==> src/rtl/i2s_rx.sv <==
// I2S receiver: oversamples bck/lrck/adata on clk and delivers left/right sample pairs with a one-cycle o_valid.
// o_valid appears SYNC_STAGES+2 clk after i_bck is first seen high for the right word's last captured bit; no backpressure.
module i2s_rx #(
  parameter int DATA_WIDTH  = 24,
  parameter int SYNC_STAGES = 2
) (
  input  logic                  clk,
  input  logic                  rst_n,
  input  logic                  i_bck,
  input  logic                  i_lrck,
  input  logic                  i_adata,
  output logic [DATA_WIDTH-1:0] o_left,
  output logic [DATA_WIDTH-1:0] o_right,
  output logic                  o_valid,
  output logic                  o_frame_err,
  output logic                  o_err_sticky
);

  localparam int CW = $clog2(DATA_WIDTH + 1);
  localparam logic [CW-1:0] CNT_MAX = CW'(DATA_WIDTH);

  typedef enum logic [1:0] {
    IDLE  = 2'd0,
    SHIFT = 2'd1,
    WAIT  = 2'd2
  } state_t;

  logic [SYNC_STAGES-1:0] r_bck_sync;
  logic [SYNC_STAGES-1:0] r_lrck_sync;
  logic [SYNC_STAGES-1:0] r_adata_sync;
  logic                   r_bck_d;
  logic                   r_lrck_prev;
  logic                   r_primed;

  state_t                 r_state;
  state_t                 w_state_nxt;
  logic [CW-1:0]          r_bit_cnt;
  logic [CW-1:0]          w_cnt_nxt;
  logic                   r_chan;
  logic                   w_chan_nxt;
  logic [DATA_WIDTH-1:0]  r_sr;
  logic [DATA_WIDTH-1:0]  r_left_hold;
  logic                   r_left_ok;
  logic                   r_pair_vld;
  logic                   r_err_pend;

  logic [DATA_WIDTH-1:0]  r_left;
  logic [DATA_WIDTH-1:0]  r_right;
  logic                   r_valid;
  logic                   r_frame_err;
  logic                   r_err_sticky;

  logic                   w_bck_re;
  logic                   w_lrck;
  logic                   w_dat;
  logic                   w_lr_edge;
  logic                   w_shift;
  logic                   w_left_done;
  logic                   w_right_done;
  logic                   w_short;

  // lrck and data are taken from the same stage as the bck edge so all three stay aligned.
  assign w_bck_re  = r_bck_sync[SYNC_STAGES-1] & ~r_bck_d;
  assign w_lrck    = r_lrck_sync[SYNC_STAGES-1];
  assign w_dat     = r_adata_sync[SYNC_STAGES-1];
  // The first bck edge after reset only primes lrck_prev, so a reset released mid-slot never fakes an edge.
  assign w_lr_edge = w_bck_re & r_primed & (w_lrck != r_lrck_prev);

  always_ff @(posedge clk or negedge rst_n) begin
    if (!rst_n) begin
      r_bck_sync   <= '0;
      r_lrck_sync  <= '0;
      r_adata_sync <= '0;
      r_bck_d      <= 1'b0;
      r_lrck_prev  <= 1'b0;
      r_primed     <= 1'b0;
    end else begin
      r_bck_sync   <= {r_bck_sync[SYNC_STAGES-2:0], i_bck};
      r_lrck_sync  <= {r_lrck_sync[SYNC_STAGES-2:0], i_lrck};
      r_adata_sync <= {r_adata_sync[SYNC_STAGES-2:0], i_adata};
      r_bck_d      <= r_bck_sync[SYNC_STAGES-1];
      if (w_bck_re) begin
        r_lrck_prev <= w_lrck;
        r_primed    <= 1'b1;
      end
    end
  end

  always_ff @(posedge clk or negedge rst_n) begin
    if (!rst_n) begin
      r_state   <= IDLE;
      r_bit_cnt <= '0;
      r_chan    <= 1'b0;
    end else begin
      r_state   <= w_state_nxt;
      r_bit_cnt <= w_cnt_nxt;
      r_chan    <= w_chan_nxt;
    end
  end

  always_comb begin
    w_state_nxt  = r_state;
    w_cnt_nxt    = r_bit_cnt;
    w_chan_nxt   = r_chan;
    w_shift      = 1'b0;
    w_left_done  = 1'b0;
    w_right_done = 1'b0;
    w_short      = 1'b0;
    case (r_state)
      IDLE: begin
        if (w_lr_edge) begin
          w_chan_nxt  = w_lrck;
          w_cnt_nxt   = '0;
          w_state_nxt = SHIFT;
        end
      end
      SHIFT: begin
        if (r_bit_cnt == CNT_MAX) begin
          w_state_nxt  = WAIT;
          w_left_done  = ~r_chan;
          w_right_done = r_chan;
        end else if (w_lr_edge) begin
          w_short    = 1'b1;
          w_chan_nxt = w_lrck;
          w_cnt_nxt  = '0;
        end else if (w_bck_re) begin
          w_shift   = 1'b1;
          w_cnt_nxt = r_bit_cnt + CW'(1);
        end
      end
      WAIT: begin
        if (w_lr_edge) begin
          w_chan_nxt  = w_lrck;
          w_cnt_nxt   = '0;
          w_state_nxt = SHIFT;
        end
      end
      default: w_state_nxt = IDLE;
    endcase
  end

  always_ff @(posedge clk or negedge rst_n) begin
    if (!rst_n) begin
      r_sr        <= '0;
      r_left_hold <= '0;
      r_left_ok   <= 1'b0;
      r_pair_vld  <= 1'b0;
      r_err_pend  <= 1'b0;
    end else begin
      if (w_shift) begin
        r_sr <= {r_sr[DATA_WIDTH-2:0], w_dat};
      end
      if (w_left_done) begin
        r_left_hold <= r_sr;
      end
      if (w_short) begin
        r_left_ok <= 1'b0;
      end else if (w_left_done) begin
        r_left_ok <= 1'b1;
      end else if (w_right_done) begin
        r_left_ok <= 1'b0;
      end
      r_pair_vld <= w_right_done & r_left_ok;
      r_err_pend <= w_short;
    end
  end

  // sr and the left hold are frozen until the next bck edge, so the output stage can read them a cycle later.
  always_ff @(posedge clk or negedge rst_n) begin
    if (!rst_n) begin
      r_left       <= '0;
      r_right      <= '0;
      r_valid      <= 1'b0;
      r_frame_err  <= 1'b0;
      r_err_sticky <= 1'b0;
    end else begin
      r_valid     <= r_pair_vld;
      r_frame_err <= r_err_pend;
      if (r_pair_vld) begin
        r_left  <= r_left_hold;
        r_right <= r_sr;
      end
      if (r_err_pend) begin
        r_err_sticky <= 1'b1;
      end
    end
  end

  assign o_left       = r_left;
  assign o_right      = r_right;
  assign o_valid      = r_valid;
  assign o_frame_err  = r_frame_err;
  assign o_err_sticky = r_err_sticky;

endmodule

==> config.mk <==
export PLATFORM = sky130hd
export DESIGN_NAME = i2s_rx
export DESIGN_NICKNAME = d
export VERILOG_FILES = /design/src/rtl/i2s_rx.sv
export SDC_FILE = /design/constraint.sdc
export NUM_CORES = 1
export LEC_CHECK = 0
export CORE_MARGIN = 2
export CORE_UTILIZATION = 59
export CTS_BUF_LIST = sky130_fd_sc_hd__clkbuf_16
export CTS_CLUSTER_DIAMETER = 30
export DETAILED_ROUTE_END_ITERATION = 10
export GPL_TIMING_DRIVEN = 0
export MAX_ROUTING_LAYER = met4
export PLACE_DENSITY = 0.92
export REMOVE_ABC_BUFFERS = 1
export SYNTH_ARGS = -nofsm -noshare
export SYNTH_HDL_FRONTEND = slang
export SYNTH_SLANG_ARGS = --single-unit
==> constraint.sdc <==
create_clock -name clk -period 3.45 [get_ports clk]
set_clock_uncertainty 0.2 [all_clocks]
set_input_delay 0.5175 -clock clk [delete_from_list [all_inputs] [get_ports clk]]
set_output_delay 0.5175 -clock clk [all_outputs]
set_load 0.05 [all_outputs]
==> metrics.yaml, run 1 <==
timing:
  fmax_ghz: 0.3825
  rsz0062_at_grt: "false"
  finalSetupTns_ps: 0
  worstMarginPinSlew_ps: 701.1
  slew_viol_final: 0
  fin_crit_sh_pct: 75.78
  setup_viol: 0
  hold_violations: 0
  fin_crit_ps: 2614
  fin_ws_ps: 835.6
  slew_headroom_pct: 53.26
placement:
  gp_congestion: 0.8108
  placed_cell_area_um2: 5137
  dp_hpwl_mm: 4.812
  pre_cts_slack_ps: 569.8
  io_buffers: 55
  placedCellCount: 422
clock_network:
  cts_buffers: 17
  cts_setup_buffers: 0
  cts_root_buf: "clkbuf_16"
  cts_tree: "yes"
  clk_pin_slew_ps: 50
  insertion_delay_ps: 400
  htree_levels: 4
  numClockSinks: 119
  clk_path_buf_depth: 2
floorplanning:
  die-height_um: 90.81
  rows: 31
  io-pin-count: 56
  die_w_um: 90.81
  core_um2: 7292
  initial_core_util_pct: 60.96
  die_area_um2: 8246
finish:
  antenna_cells: 0
  regArea_um2: 2979
  layout.cells.non_filler: 455
  fin_util_pct: 78.83
  multiInputGateArea_um2: 1409
  area_delta_synth_final_pct: 29.30
  nets: 351
  fillers: 444
  drive_above_1_share_pct: 38.48
  postLayoutCellArea_um2: 5748
worst_setup_path:
  cp_max_fo: 13
  critPathTopFamily: "compound AO/OA/AOI/OAI gates"
  timing.critical_path.mode_cell: "buf_6"
  cp.required_ps: 3520
  crit_type: "flip-flop to flip-flop"
  slowest_stage: "a2111oi_4"
  cp_num_buf_inv: 3
  max_stage_delay_ps: 600
  end_kind: "flip-flop"
  startpoint_type: "flip-flop"
  cp_cell_sequence: "inv_1 -> ha_1 -> and4b_4 -> a2111oi_4 -> buf_6 -> buf_6 -> mux2_2"
  crit_arrival_ps: 2690
routing:
  first_pass_iters: 5
  viasPerCell: 5.484
  vias: 2495
  routed_wl_mm: 8.196
  drt_iter0_markers: 113
  post-route-drc-count: 0
  ant_nets: 0
  wl_per_cell_um: 18.01
yosys:
  yosysWarnings: 0
  synth-seq-cells: 119
  synth_cell_type_count: 28
  synthCells: 273
  synth.yosys.seq_area_share_pct: 66.99
  syn_area_um2: 4446
  synth_area_per_cell_um2: 16.28
global_route:
  grt_remaining_overflow: 0
  gr-usage-all-layers_pct: 21.74
  grt_max_degree: 67
  grt_pass1_wl_mm: 13.31
  antenna_found_initial: 0
  grt_pass1_vias: 2661
worst_hold_path:
  hold_class: "flip-flop to flip-flop"
pwr:
  p_per_area_nw_per_um2: 603.0
  ir_drop_mv: 0.5048
  p_leak_nw: 2.746
run_status:
  status: "finished clean"
run:
  cap_violations: 0
-- where the power goes --
part	internal [mW]	switching, mW
Combinational	0.0976	0.109
Clock	1.12	0.601
Sequential	1.47	0.0679
Total	2.69	0.778
-- path summary, 6_finish.rpt --
path	slack (ps)	depth (start not counted)	startpoint	endpoint
max	840	7	r_bit_cnt[0]	r_sr[12]
min	150	0	r_bck_sync[0]	r_bck_sync[1]
max reg2reg	840	7	r_bit_cnt[0]	r_sr[12]
min reg2reg	150	0	r_bck_sync[0]	r_bck_sync[1]
max in group asynchronous	1780	3	rst_n	r_pair_vld
min in group asynchronous	520	2	rst_n	r_adata_sync[0]
-- cell usage after synthesis --
cell type / count / area [µm²]
mux2i_1: 1 / 10.01
inv_1: 2 / 7.510
nor2b_1: 2 / 12.51
mux2_1: 1 / 11.26
nand3_1: 5 / 25.02
a32o_1: 1 / 10.01
or2_2: 1 / 6.260
nand2b_1: 2 / 12.51
a22o_1: 4 / 35.03
ha_1: 2 / 25.02
nor2_1: 4 / 15.01
buf_6: 2 / 22.52
xor2_1: 1 / 8.760
a2bb2oi_1: 1 / 8.760
o22ai_1: 1 / 6.260
dfrtp_1: 119 / 2978
nand2_1: 10 / 37.54
a2111oi_4: 1 / 27.53
and4b_4: 1 / 13.76
or2b_1: 2 / 15.01
o21ai_0: 2 / 10.01
clkbuf_1: 5 / 18.77
and3_1: 1 / 6.260
buf_2: 2 / 10.01
mux2_2: 96 / 1081
nor2_2: 1 / 6.260
o31ai_1: 1 / 7.510
nand4b_1: 2 / 17.52
-- routing by layer --
metal / global-route usage [%] / vias to the layer above / share of wire [%] / wire length (µm)
met5: - / - / 0 / 0
met4: 8.838 / 0 / 0.45 / 37
met3: 6.845 / 4 / 5.0 / 406
met2: 34.83 / 82 / 53 / 4317
met1: 25.83 / 1292 / 42 / 3435
li1: - / 1117 / - / -
-- logic make-up after synthesis --
group           synth area share [%]
flops                          66.99
mux                            24.80
simple gates                   3.771
compound gates                 2.364
buf+inv                        1.323
fa+ha+maj                     0.5628
xor+xnor                      0.1971
-- area by class of cell --
class                           count  area share [%]
Tap cell                           99           2.155
Timing Repair Buffer               61           11.19
Clock buffer                       17           7.401
Multi-Input combinational cell    143           24.51
Clock inverter                     14           2.786
Sequential cell                   119           51.83
Inverter                            2          0.1306
-- timing repair --
item	4_1_cts	5_1_grt
hold endpoints to repair	53	0
resized for setup	0	0
hold buffers	1	0
-- stage by stage --
step           power [mW]  hold WS [ps]
3_3_place_gp        1.740         135.2
5_1_grt             3.578         151.4
2_1_floorplan       1.675         21.91
3_5_place_dp        1.763         136.2
4_1_cts             3.491         148.0
6_report            3.466         146.9
-- state kept, by name, summed over array words and instances, names as in the netlist, 2 cells and up --
name,flops
o_left,24
o_right,24
r_left_hold,24
r_sr,24
r_bit_cnt,5
r_adata_sync,2
r_bck_sync,2
r_lrck_sync,2
r_state,2
-- cells in the final DEF, fill, tap and decap left out, types with 2 or more instances in the layout --
master / count
o21ai_0: 2
nand2_1: 10
nand4b_1: 2
nand3_1: 5
clkbuf_16: 17
or2b_1: 2
nor2b_1: 2
clkinv_2: 4
clkinvlp_4: 5
nand2b_1: 2
bufinv_16: 3
dfrtp_1: 118
mux2_2: 96
nor2_1: 4
a22o_1: 4
ha_1: 2
clkdlybuf4s50_1: 54
buf_6: 2
inv_1: 2
No activity file was read; power rests on OpenSTA's default activity.
==> run 2: changes to the inputs <==
- CORE_UTILIZATION: 59 -> 54
- PLACE_DENSITY: 0.92 -> 0.86
- clock period: 3.45 -> 2.6 ns (I/O delays scaled with it)
==> run 2 against run 1 <==
Sequential power increased by 32%. Sequential share of layout area down 0.11 points. Clock-buffer cell count did not move. Maximum frequency grew 11%. Clock power rose by 30%. Combinational power is 34% higher. Power is 31% higher. Global-route usage down 1.5 points. Highest routed layer unchanged. Worst hold slack improved by 0.81 ps. Utilization is 7.6 points lower.
==> metrics.yaml, run 2 (same netlist as run 1, synthesis figures left out) <==
worst_setup_path:
  r2r-start: "r_bit_cnt[0]"
  end_kind: "flip-flop"
  r2r_cells: 7
  cp.required_ps: 2680
  crit_type: "flip-flop to flip-flop"
  cp_max_fo: 15
  startpoint_type: "flip-flop"
  crit_arrival_ps: 2430
  reg2reg_to: "r_left_hold[14]"
  r2r_slack_ps: 250
  worstSetupStartpoint: "r_bit_cnt[0]"
clock_network:
  clk_pin_slew_ps: 50
  clk_path_buf_depth: 2
  numClockSinks: 119
  cts_tree: "yes"
  htree_levels: 4
  cts_buffers: 17
  insertion_delay_ps: 400
  cts_root_buf: "clkbuf_16"
timing:
  slew_viol_final: 0
  slew_headroom_pct: 53.87
  setup_viol: 0
  fmax_ghz: 0.4262
  rsz0062_at_grt: "false"
  fin_crit_ps: 2346
  whs_ps: 147.7
  fin_crit_sh_pct: 90.24
  hold_violations: 0
  worstMarginPinSlew_ps: 692.0
global_route:
  grt_remaining_overflow: 0
  grt_max_degree: 67
  gr-usage-all-layers_pct: 20.21
  grt_pass1_vias: 2710
  antenna_found_initial: 0
  grt_pass1_wl_mm: 13.10
pwr:
  ir_drop_mv: 0.4928
  p_per_area_nw_per_um2: 790.5
  p_leak_nw: 2.765
  p_total_mw: 4.554
worst_hold_path:
  min_path_cells: 0
  hold_class: "flip-flop to flip-flop"
  min_to: "r_lrck_sync[1]"
  worstHoldStart: "r_lrck_sync[0]"
placement:
  io_buffers: 55
  placedCellCount: 429
  gp_congestion: 0.7967
  dp_hpwl_mm: 4.790
  placed_cell_area_um2: 5176
finish:
  layout_commonest_cell: "dfrtp_1"
  layout.cells.non_filler: 461
  drive_above_1_share_pct: 37.36
  antenna_cells: 0
  final_cell_mix: "dfrtp_1, mux2_2, clkdlybuf4s50_1, clkbuf_16, nand2_1"
  area_delta_synth_final_pct: 29.58
  postLayoutCellArea_um2: 5761
  nets: 351
routing:
  wl_per_cell_um: 16.67
  ant_nets: 0
  routed_wl_mm: 7.683
  viasPerCell: 5.388
  drt_iter0_markers: 132
  vias: 2484
  first_pass_iters: 5
  post-route-drc-count: 0
floorplanning:
  die-height_um: 94.73
  die_area_um2: 8974
  core_um2: 8093
  initial_core_util_pct: 54.93
  io-pin-count: 56
  die_w_um: 94.73
  rows: 33
run:
  cap_violations: 0
run_status:
  status: "finished clean"
run 2: area by class of cell:
class / count / area (µm²)
repair buffers: 61 / 659.4
clock inverters: 14 / 143.9
inverters: 2 / 7.507
flip-flops and latches: 119 / 2979
well taps: 105 / 131.4
clock buffers: 17 / 425.4
fillers: 546 / 2332
multi-input cells: 143 / 1414
run 2: how the worst max path moves through the flow:
stage,endpoint,cells after the start
detailed placement,r_left_hold[17],7
global route,r_left_hold[21],7
global placement,o_left[18],1
floorplan,r_sr[0],5
CTS,r_left_hold[21],7
finish,r_left_hold[14],7
run 2: per-stage QoR:
stage	setup TNS, ps	setup slack, ps	utilization [%]
after floorplan	-304.2	-13.23	-
after global placement	-419890	-3366	62.72
after detailed placement	0	18.48	63.96
after CTS	0	11.46	71.12
after global routing	0	122.5	71.18
final	0	253.9	71.18
run 2: what timing repair did:
| action | 4_1_cts | 5_1_grt |
|---|---|---|
| buffers inserted | 0 | 0 |
| hold buffers | 1 | 0 |
| resized for setup | 0 | 1 |
| endpoints found under the hold margin | 53 | 0 |
| setup endpoints to repair | 0 | 15 |
run 2: per-layer routing:
layer	global-route usage [%]	wire length, µm
met1	23.94	3218
met2	32.45	4019
met3	6.624	370
met4	7.488	76
met5	-	0
run 2: power breakdown:
part	leakage [nW]	switching, mW	internal, mW
Combinational	0.862	0.146	0.132
Sequential	1.62	0.0917	1.95
Clock	0.287	0.762	1.47
Total	2.76	1.00	3.55
run 2: worst max-delay path, stage by stage (launching register included):
cell and delay [ps]:
dfrtp_1 420, inv_1 80, ha_1 160, and4b_4 270, nand2_1 150, nor2_4 380
buf_16 210, mux2_2 340
==> run 3: changes to the inputs <==
--- a/config.mk
+++ b/config.mk
@@ -6,6 +6,7 @@
 export NUM_CORES = 1
 export LEC_CHECK = 0
+export ABC_AREA = 1
 export CORE_MARGIN = 2
-export CORE_UTILIZATION = 54
+export CORE_UTILIZATION = 55
 export CTS_BUF_LIST = sky130_fd_sc_hd__clkbuf_16
 export CTS_CLUSTER_DIAMETER = 30
@@ -13,5 +14,5 @@
 export GPL_TIMING_DRIVEN = 0
 export MAX_ROUTING_LAYER = met4
-export PLACE_DENSITY = 0.86
+export PLACE_DENSITY = 0.87
 export REMOVE_ABC_BUFFERS = 1
 export SYNTH_ARGS = -nofsm -noshare
==> constraint.sdc (replaced) <==
create_clock -name clk -period 2.6 [get_ports clk]
set_clock_uncertainty 0.2 [all_clocks]
set_input_delay 0.39 -clock clk [delete_from_list [all_inputs] [get_ports clk]]
set_output_delay 0.39 -clock clk [all_outputs]
set_load 0.005 [all_outputs]
==> run 3 against run 2 <==
Die area grew 4.4%. Final cell count up 29%. Final area up 2.6%. Worst setup slack worse by 32 ps. Via count rose by 33%. Critical path depth decreased by 1. Critical path type unchanged. Synthesized cell count increased by 54%.
==> metrics.yaml, run 3 <==
finish:
  multiInputGateArea_um2: 1530
  fillers: 537
  area_delta_synth_final_pct: 24.75
  antenna_cells: 0
  nets: 484
  drive_above_1_share_pct: 19.84
  regArea_um2: 2979
  final_cell_mix: "dfrtp_1, nand2_1, clkdlybuf4s50_1, mux2_2, nand4_1"
  layout_commonest_cell: "dfrtp_1"
yosys:
  synth_top_area_share_pct: 62.86
  synthCells: 420
  synthArstFlopShare_pct: 100.0
  synth.yosys.seq_area_share_pct: 62.86
  synth_most_common_cell: "dfrtp_1"
  synthFlopType: "dfrtp_1"
  syn_area_um2: 4737
  yosysWarnings: 0
  synth_edf_count: 0
  synth_cell_type_count: 26
  synth-seq-cells: 119
  yosys-top-cells-count: "dfrtp_1, nand2_1, mux2_2"
  yosysTopAreaCell: "dfrtp_1"
  synth_area_per_cell_um2: 11.28
  synth.top_cells.by_area: "dfrtp_1, nand2_1, mux2_2, nand4_1, nand3_1"
routing:
  drt_iter0_markers: 158
  routed_wl_mm: 9.745
  viasPerCell: 5.571
  post-route-drc-count: 0
  vias: 3309
  ant_nets: 0
  first_pass_iters: 4
  wl_per_cell_um: 16.41
timing:
  whs_ps: 153.0
  fin_crit_sh_pct: 91.45
  finalSetupTns_ps: 0
  hold_violations: 0
  slew_viol_final: 0
  worstMarginPinSlew_ps: 969.3
  fin_crit_ps: 2378
  slew_headroom_pct: 35.22
  fmax_ghz: 0.4206
  rsz0062_at_grt: "false"
  setup_viol: 0
floorplanning:
  die-height_um: 96.81
  rows: 33
  io-pin-count: 56
  die_area_um2: 9371
  core_um2: 8299
  die_w_um: 96.81
  initial_core_util_pct: 57.08
clock_network:
  cts_root_buf: "clkbuf_16"
  clk_path_buf_depth: 2
  cts_buffers: 17
  cts_tree: "yes"
  clk_pin_slew_ps: 50
  htree_levels: 4
  numClockSinks: 119
  insertion_delay_ps: 400
global_route:
  grt_max_degree: 69
  grt_remaining_overflow: 0
  grt_pass1_wl_mm: 16.79
  antenna_found_initial: 0
  grt_pass1_vias: 3460
  gr-usage-all-layers_pct: 23.11
worst_setup_path:
  cp_max_fo: 25
  crit_arrival_ps: 2460
  cp_cell_sequence: "nand2_1 -> nor2_1 -> nand2_1 -> nand3_4 -> nand2_1 -> nand2_1"
  timing.critical_path.mode_cell: "nand2_1"
  reg2reg_to: "r_sr[7]"
  r2r_cells: 6
  r2r-start: "r_bck_sync[1]"
  startpoint_type: "flip-flop"
  max_stage_delay_ps: 700
  endpoint: "r_sr[7]"
  crit_type: "flip-flop to flip-flop"
  cp.required_ps: 2680
  r2r_slack_ps: 220
  slowest_stage: "nand2_1"
  worstSetupStartpoint: "r_bck_sync[1]"
  end_kind: "flip-flop"
pwr:
  p_leak_nw: 2.914
  p_per_area_nw_per_um2: 808.0
  ir_drop_mv: 0.5354
run:
  cap_violations: 0
worst_hold_path:
  min_path_cells: 0
  hold_class: "flip-flop to flip-flop"
  worstHoldStart: "r_lrck_sync[0]"
placement:
  dp_hpwl_mm: 5.555
  io_buffers: 55
  gp_congestion: 0.8148
run_status:
  status: "finished clean"
## run 3: cell count changes in the layout (fill, tap and decap cells not counted), moves of 4 or more
cell,before,now
nand2_1,10,109
mux2_2,96,36
nand4_1,0,25
nand3_1,5,23
inv_1,5,22
a21oi_1,0,12
o21ai_2,0,12
nor2_1,4,14
nand2_2,0,7
a22o_1,4,0
clkinv_1,2,6
## run 3: logic make-up (layout without fill, tap and decap cells)
kind of cell / Yosys count / after routing / synth area share, %
and+or+nand+nor: 188 / 188 / 18.86
DFF: 119 / 119 / 62.86
buffers and inverters: 45 / 114 / 4.834
muxes: 36 / 36 / 8.558
AOI/OAI and AO/OA: 27 / 27 / 3.803
xor gates and xnor gates: 3 / 3 / 0.5548
adders and majority gates: 2 / 2 / 0.5282
## run 3: per-stage QoR
step | util (%) | total power, mW | setup slack (ps) | cell area, µm² | cells
floorplan | - | 2.366 | 478.9 | 4604 | 400
global placement | 63.70 | 2.484 | -3367 | 5286 | 560
detailed placement | 64.25 | 2.522 | 367.6 | 5333 | 562
CTS | 71.20 | 4.792 | 261.4 | 5909 | 594
global route | 71.20 | 4.952 | 40.72 | 5909 | 594
finish | 71.20 | 4.775 | 222.2 | 5909 | 594
## run 3: final cells by class
class,count,area share [%]
multi-input cells,256,25.89
clock buffers,17,7.199
clock inverters,14,2.393
flip-flops and latches,119,50.41
repair buffers,58,10.25
inverters,25,1.630
well taps,105,2.223
## run 3: per-layer routing
| metal | up-vias | share of wire, % | GRT usage [%] |
|---|---|---|---|
| li1 | 1506 | - | - |
| met1 | 1675 | 41 | 28.27 |
| met2 | 109 | 52 | 37.18 |
| met3 | 19 | 5.2 | 6.575 |
| met4 | 0 | 1.9 | 8.017 |
| met5 | - | 0 | - |
## run 3: worst max-delay path: cells and delay by family, from the launching register on
| family | cells | cell delay (ps) |
|---|---|---|
| AND/OR/NAND/NOR | 6 | 1640 |
| flip-flops | 1 | 390 |
## run 3: how the worst min path moves through the flow
stage	end	slack [ps]
after CTS	r_lrck_sync[1]	150
after floorplan	o_err_sticky	-110
after global routing	r_lrck_sync[1]	150
after global placement	r_bck_sync[1]	130
after detailed placement	r_lrck_sync[1]	140
final	r_lrck_sync[1]	150
## run 3: power by group
part	switching, mW	internal (mW)
clock network	0.772	1.47
logic	0.290	0.122
registers	0.145	1.98
## run 3: repair_timing
| item | CTS | global route |
|---|---|---|
| gates resized for setup | 0 | 0 |
| hold endpoints to repair | 51 | 0 |
| hold buffers | 1 | 0 |
| buffers inserted | 0 | 0 |
